<file path="src/rtl/burst_incre_seq.sv">
// rtl/burst_incre_seq.sv - burst increment sequencer feeding the burst increment value path
// Optional retrigger in RUN/FLUSH enabled by defining BURST_INCRE_RETRIG_EN.
module burst_incre_seq #(
   parameter int VPATH_DEPTH = 4
) (
   input  logic        Clock,
   input  logic        Reset,
   input  logic        Trig,
   input  logic [15:0] Cycles,
   input  logic [15:0] Incre,
   output logic [15:0] Dout,
   output logic        Busy,
   output logic        Valid_D,
   output logic        Done
);

   typedef enum logic [1:0] {
      IDLE  = 2'd0,
      RUN   = 2'd1,
      FLUSH = 2'd2
   } state_t;

   state_t                 state;
   logic                   trig_q;
   logic [15:0]            cnt;
   logic [3:0]             flush_cnt;
   logic                   valid_int;
   logic [VPATH_DEPTH-1:0] valid_sr;
   logic                   edge_ok;
   logic                   start;

   assign edge_ok = Trig & ~trig_q & (Cycles != 16'd0);

   always_comb begin
      start = 1'b0;
`ifdef BURST_INCRE_RETRIG_EN
      start = edge_ok;
`else
      start = edge_ok && (state == IDLE);
`endif
   end

   // valid_int rides alongside Dout; the shift register mirrors the value path depth
   assign Valid_D = valid_sr[VPATH_DEPTH-1];

   always_ff @(posedge Clock or posedge Reset) begin
      if (Reset) begin
         state     <= IDLE;
         trig_q    <= 1'b1;
         cnt       <= 16'd0;
         flush_cnt <= 4'd0;
         valid_int <= 1'b0;
         valid_sr  <= '0;
         Dout      <= 16'd0;
         Busy      <= 1'b0;
         Done      <= 1'b0;
      end else begin
         trig_q   <= Trig;
         valid_sr <= {valid_sr[VPATH_DEPTH-2:0], valid_int};
         Done     <= 1'b0;
         if (start) begin
            state     <= RUN;
            cnt       <= Cycles;
            Dout      <= Incre;
            valid_int <= 1'b1;
            Busy      <= 1'b1;
         end else begin
            case (state)
               RUN: begin
                  if (cnt == 16'd1) begin
                     state     <= FLUSH;
                     Dout      <= 16'd0;
                     valid_int <= 1'b0;
                     flush_cnt <= 4'd0;
                  end else begin
                     cnt <= cnt - 16'd1;
                  end
               end
               FLUSH: begin
                  if (flush_cnt == 4'(VPATH_DEPTH - 1)) begin
                     state <= IDLE;
                     Busy  <= 1'b0;
                     Done  <= 1'b1;
                  end else begin
                     flush_cnt <= flush_cnt + 4'd1;
                  end
               end
               default: ;
            endcase
         end
      end
   end

endmodule

</file>
<file path="config.mk">
export PLATFORM = sky130hd
export DESIGN_NAME = burst_incre_seq
export DESIGN_NICKNAME = d
export VERILOG_FILES = /design/src/rtl/burst_incre_seq.sv
export SDC_FILE = /design/constraint.sdc
export NUM_CORES = 1
export LEC_CHECK = 0
export CAP_MARGIN = 20
export CORE_ASPECT_RATIO = 1.5
export CORE_MARGIN = 4
export CORE_UTILIZATION = 40
export CTS_BUF_LIST = sky130_fd_sc_hd__clkbuf_4
export DETAILED_ROUTE_END_ITERATION = 12
export HOLD_SLACK_MARGIN = 0.02
export PLACE_DENSITY = 0.65
export SYNTH_ARGS = -nofsm -noshare
export SYNTH_HDL_FRONTEND = slang
export SYNTH_SLANG_ARGS = --single-unit
</file>
<file path="constraint.sdc">
create_clock -name Clock -period 3.95 [get_ports Clock]
set_input_delay 0.395 -clock Clock [delete_from_list [all_inputs] [get_ports Clock]]
set_output_delay 0.395 -clock Clock [all_outputs]
set_load 0.005 [all_outputs]
</file>
# --- Word level (Yosys, flattened, before mapping) ---
# Cells that the tools add are included.
op_classes:
  addsub: 2
  n_eq_ne: 9
  muxes: 22
  bitwise_logic: 4
  reduce_logical: 14
op_table:
  columns: ["cell", "count"]
  rows:
  - ["$mux W16", 6]
  - ["$eq A16 B1 Y1 const B", 1]
  - ["$reduce_bool A16 Y1", 1]
  - ["$sub A16 B1 Y16 const B", 1]
  - ["$reduce_bool A2 Y1", 5]
  - ["$mux W1", 9]
  - ["$mux W4", 2]
  - ["$pmux W4 S2", 1]
  - ["$mux W2", 3]
  - ["$ne A2 B2 Y1 const B", 3]
  - ["$ne A3 B3 Y1 const B", 2]
  - ["$reduce_and A2 Y1", 3]
  - ["$add A4 B1 Y4 const B", 1]
  - ["$eq A4 B2 Y1 const B", 1]
  - ["$pmux W2 S2", 1]
  - ["$reduce_and A4 Y1", 1]
  - ["$reduce_and A3 Y1", 1]
  - ["$reduce_bool A3 Y1", 1]
  - ["$and A1 B1 Y1", 2]
  - ["$eq A2 B1 Y1 const B", 1]
  - ["$eq A2 B2 Y1 const B", 1]
  - ["$logic_not A2 Y1", 1]
  - ["$not A1 Y1", 2]
  - ["$logic_and A1 B1 Y1", 1]
totals:
  regBits: 46
  in_bits: 35
  out_inout_bits: 19
  elab_cells: 60

# --- Longest topological paths before layout ---
logic_depth:
  ltp_word: 6
  depth_mapped: 9
  depth_no_buf: 7

# --- Worst setup path after synthesis ---
# Ideal clock, no wire load.
synth_path:
  path_kind: "reg-to-reg"
  startpoint: "reg state[1]"
  endpoint: "reg cnt[12]"
  setup_time_ns: 0.082
  arrival_time_ns: 2.063
  required_time_ns: 3.868
  slack_ns: 1.805
  stages_incl_launch_ff: 8
  path_buffers: 0
  synth_period_minus_slack_ns: 2.145
  cell_sequence: "dfrtp_1 > inv_1 > ha_1 > or4b_4 > nor3_4 > nand3_2 > or4_1 > a31oi_1"
synth_via:
  elab_chain_len: 4
  elab_cells_between_ends: 7
  cone_classes: "2 x eq/ne; 1 x mux; 4 x reduce/logical"
synth_lines:
  columns: ["item", "line_no", "source"]
  rows:
  - ["from (decl)", "23", "state_t state;"]
  - ["from (signal assigned)", "48", "state <= IDLE;"]
  - ["from (signal assigned)", "62", "state <= RUN;"]
  - ["from (signal assigned)", "71", "state <= FLUSH;"]
  - ["$logic_not A2 Y1", "39", "start = edge_ok && (state == IDLE);"]
  - ["$logic_and A1 B1 Y1", "39", null]
  - ["$ne A2 B2 Y1 (no source line) or $reduce_bool A2 Y1 (tied branches)", null, null]
  - ["$reduce_and A2 Y1 (no source line)", null, null]
  - ["to (signal assigned)", "63", "cnt <= Cycles;"]
  - ["to (signal assigned)", "76", "cnt <= cnt - 16'd1;"]
  - ["to (decl)", "25", "logic [15:0] cnt;"]
# Several ways; a longest one is shown, not always the timed one.
# A chain may end at the register's enable or synchronous reset.

# --- Final worst setup path ---
layout_path:
  startpoint: "reg cnt[12]"
  endpoint: "reg flush_cnt[3]"
layout_via:
  elab_chain_len: 3
layout_lines:
  columns: ["item", "line_no", "source"]
  rows:
  - ["$eq A16 B1 Y1", "70", "if (cnt == 16'd1) begin"]
  - ["$ne A2 B2 Y1 (no source line)", null, null]
  - ["$reduce_and A4 Y1 (no source line)", null, null]
  - ["to (signal assigned)", "85", "flush_cnt <= flush_cnt + 4'd1;"]
  - ["to (decl)", "26", "logic [3:0] flush_cnt;"]
# Every way passes these cells.

==> impl_metrics.toml <==
[run_status]
status = "complete, no violations"

[finish]
final_cells = 359
layout-drive-gt1-share_pct = 5.19
utilization_pct = 53.6
syn2layout_area_growth_pct = 30.2
diodes = 0
final_common_cell = "nand2_1"
layout_common_cells = "nand2_1 (54), clkdlybuf4s50_1 (53), dfrtp_1 (45)"
fillCellCount = 532
nNetsFinal = 329

[sta]
fin_skew_ns = 0.0125
tightest_slew_ns = 0.759
rsz0062_at_grt = "false"
finalSetupTns_ns = 0
timing.fmax_mhz = 377
period_needed_ns = 2.65
slew_violations = 0
setup_viol = 0
max-slew-margin-rel_pct = 49.1
finalCritPeriodShare_pct = 67.2
hold_viol_final = 0

[drt]
firstDrtPassIters = 4
avgRoutedWirePerCell_um = 14.4
routed_wirelength_um = 5170
num_vias = 1889
drtIter0Drc = 79
drcViolationCount = 0
antenna_left = 0
vias_per_cell = 5.26

[worst_setup_path]
path_cells = "nor4_1 > nand4b_1 > o21ai_1 > a21boi_0 > a311o_1"
start_kind = "register"
path_buf_inv = 0
slowest_delay_ns = 0.68
cp.arrival_ns = 2.92
worstPathRequired_ns = 4.21
critPathSlowestCell = "o21ai_1"
cp.depth = 5
critPathKind = "register to register"
crit_fanout = 12
ff2ff_path_depth = 5
end_kind = "register"
path_delay_family = "compound AO/OA/AOI/OAI gates"

[clock_tree]
post_cts_buffers = 0
clockBufferDepth = 2
numCtsBuffers = 5
clk_latency_ns = 0.36
root_buffer = "clkbuf_4"
cts_tree = "done"
cts-resized-gates = 0
cts.sinks = 46
htree_num_levels = 2
hold_buffers = 0
clk_pin_slew_ns = 0.15

[place]
routabilityCongestion = 0.857
place_inst = 351
port_buffers = 53
hpwl_um = 3770

[synth]
syn-cell-area_sq_um = 2240
syn_inst = 236
ys_seq_area_share_pct = 51.3
yosysWarnings = 0
yosysUniqueCellTypes = 41
yosys.area_share.xor_xnor_pct = 4.68
synth_compound_area_share_pct = 9.53
synth_fa_ha_area_share_pct = 3.34
avgSynthCellArea_sq_um = 9.51
ys_seq_elements = 46
muxShareOfSynthArea_pct = 0.892
synth_top_family_by_area = "simple AND/OR/NAND/NOR gates"
syn_nets = 277
synthSimpleGateAreaFrac_pct = 27.0

[floorplan]
core_area_sq_um = 5450
ios = 54
start_util_pct = 41.2
die_area_sq_um = 6900
rows = 33
die_y_um = 99.7
die_x_um = 69.2

[run]
maxCapViolations = 0

[power_and_ir_drop]
power.leakage_nw = 1.23
power_density_nw_per_um2 = 618
peakVddDrop_mv = 0.310
total_power_mw = 1.81

[min_path]
hold_path.class = "register to register"
hold-path-cell-count = 0

[grt]
grt_antenna_before_repair = 0
grt_first_pass_wirelength_um = 8780
grt_pass1_vias = 1898
grt_max_degree = 47
track_usage_pct = 15.7
grt_overflow_total = 0
-- cell type report --
type / instances / area (sq um) / share of cell area, %
Sequential cell: 46 / 1150 / 39.4
Multi-Input combinational cell: 172 / 1020 / 34.9
Inverter: 7 / 26.3 / 0.899
Clock buffer: 5 / 37.5 / 1.28
Clock inverter: 3 / 43.8 / 1.50
Tap cell: 70 / 87.6 / 3.00
Timing Repair Buffer: 56 / 553 / 18.9
-- registers in the layout (all words and copies together) (netlist names) --
register	count
flush_cnt	4
trig_q	1
cnt	16
valid_sr	4
Dout	16
Done	1
Busy	1
state	2
valid_int	1
-- cells by family after synthesis --
logic type | Yosys count
AOI/OAI and AO/OA | 34
xor gates and xnor gates | 12
adders and majority gates | 6
buffers and inverters | 18
DFF | 46
muxes | 2
and+or+nand+nor | 118
-- report_power, final --
part           leakage [nW]  switching (mW)  internal (mW)
logic                 0.637           0.331          0.375
registers             0.545           0.157          0.650
clock network        0.0456           0.158          0.135
-- Yosys cell counts, drive strengths merged --
library cell / number / area (sq um)
nand2b: 2 / 12.5
mux2i: 2 / 20.0
nand4b: 4 / 35.0
nand2: 54 / 203
dfrtp: 45 / 1130
o31ai: 1 / 7.51
o21ai: 15 / 75.1
or3: 2 / 12.5
xor2: 8 / 70.1
nor2b: 1 / 6.26
and3: 2 / 12.5
or4: 3 / 22.5
dfstp: 1 / 26.3
a211oi: 2 / 15.0
a21boi: 1 / 7.51
a2111oi: 1 / 8.76
a21o: 2 / 15.0
a21oi: 4 / 20.0
a32o: 1 / 10.0
a311o: 1 / 10.0
nand4bb: 1 / 11.3
nor3b: 3 / 22.5
nor4: 6 / 37.5
or4b: 1 / 13.8
nand4: 4 / 25.0
nand3: 21 / 110
inv: 7 / 26.3
ha: 6 / 75.1
clkbuf: 8 / 30.0
o211ai: 2 / 15.0
nor2: 7 / 26.3
a31oi: 2 / 12.5
xnor2: 4 / 35.0
nor3: 5 / 36.3
o2111ai: 1 / 8.76
and4b: 2 / 20.0
o311ai: 1 / 8.76
buf: 3 / 15.0
-- per-stage QoR --
| stage | area [sq um] | worst slack [ns] | hold WS [ns] |
|---|---|---|---|
| 6_report | 2920 | 1.30 | 0.350 |
| 5_1_grt | 2920 | 1.07 | 0.363 |
| 4_1_cts | 2920 | 1.32 | 0.349 |
| 3_5_place_dp | 2840 | 1.35 | 0.335 |
| 3_3_place_gp | 2840 | 1.46 | 0.333 |
| 2_1_floorplan | 2240 | 1.81 | 0.331 |
-- worst register-to-register path, stage by stage, from the launching register on --
cell      delay, ns
dfrtp_1        0.43
nor4_1         0.66
nand4b_1       0.30
o21ai_1        0.68
a21boi_0       0.20
a311o_1        0.29
-- per-layer routing --
layer,vias to the layer above,wire [um],track usage [%]
met3,10,259,4.04
met4,0,123,6.62
met1,896,2190,19.1
met5,-,0,0
li1,930,-,-
met2,53,2590,26.2
-- final timing paths --
| path | startpoint | to | slack (ns) |
|---|---|---|---|
| max | cnt[12] | flush_cnt[3] | 1.30 |
| min | valid_sr[0] | valid_sr[1] | 0.35 |
| max reg2reg | cnt[12] | flush_cnt[3] | 1.30 |
| min reg2reg | valid_sr[0] | valid_sr[1] | 0.35 |
| max in group asynchronous | Reset | Dout[5] | 3.09 |
| min in group asynchronous | Reset | cnt[15] | 0.47 |
No activity file was read; power rests on OpenSTA's default activity.
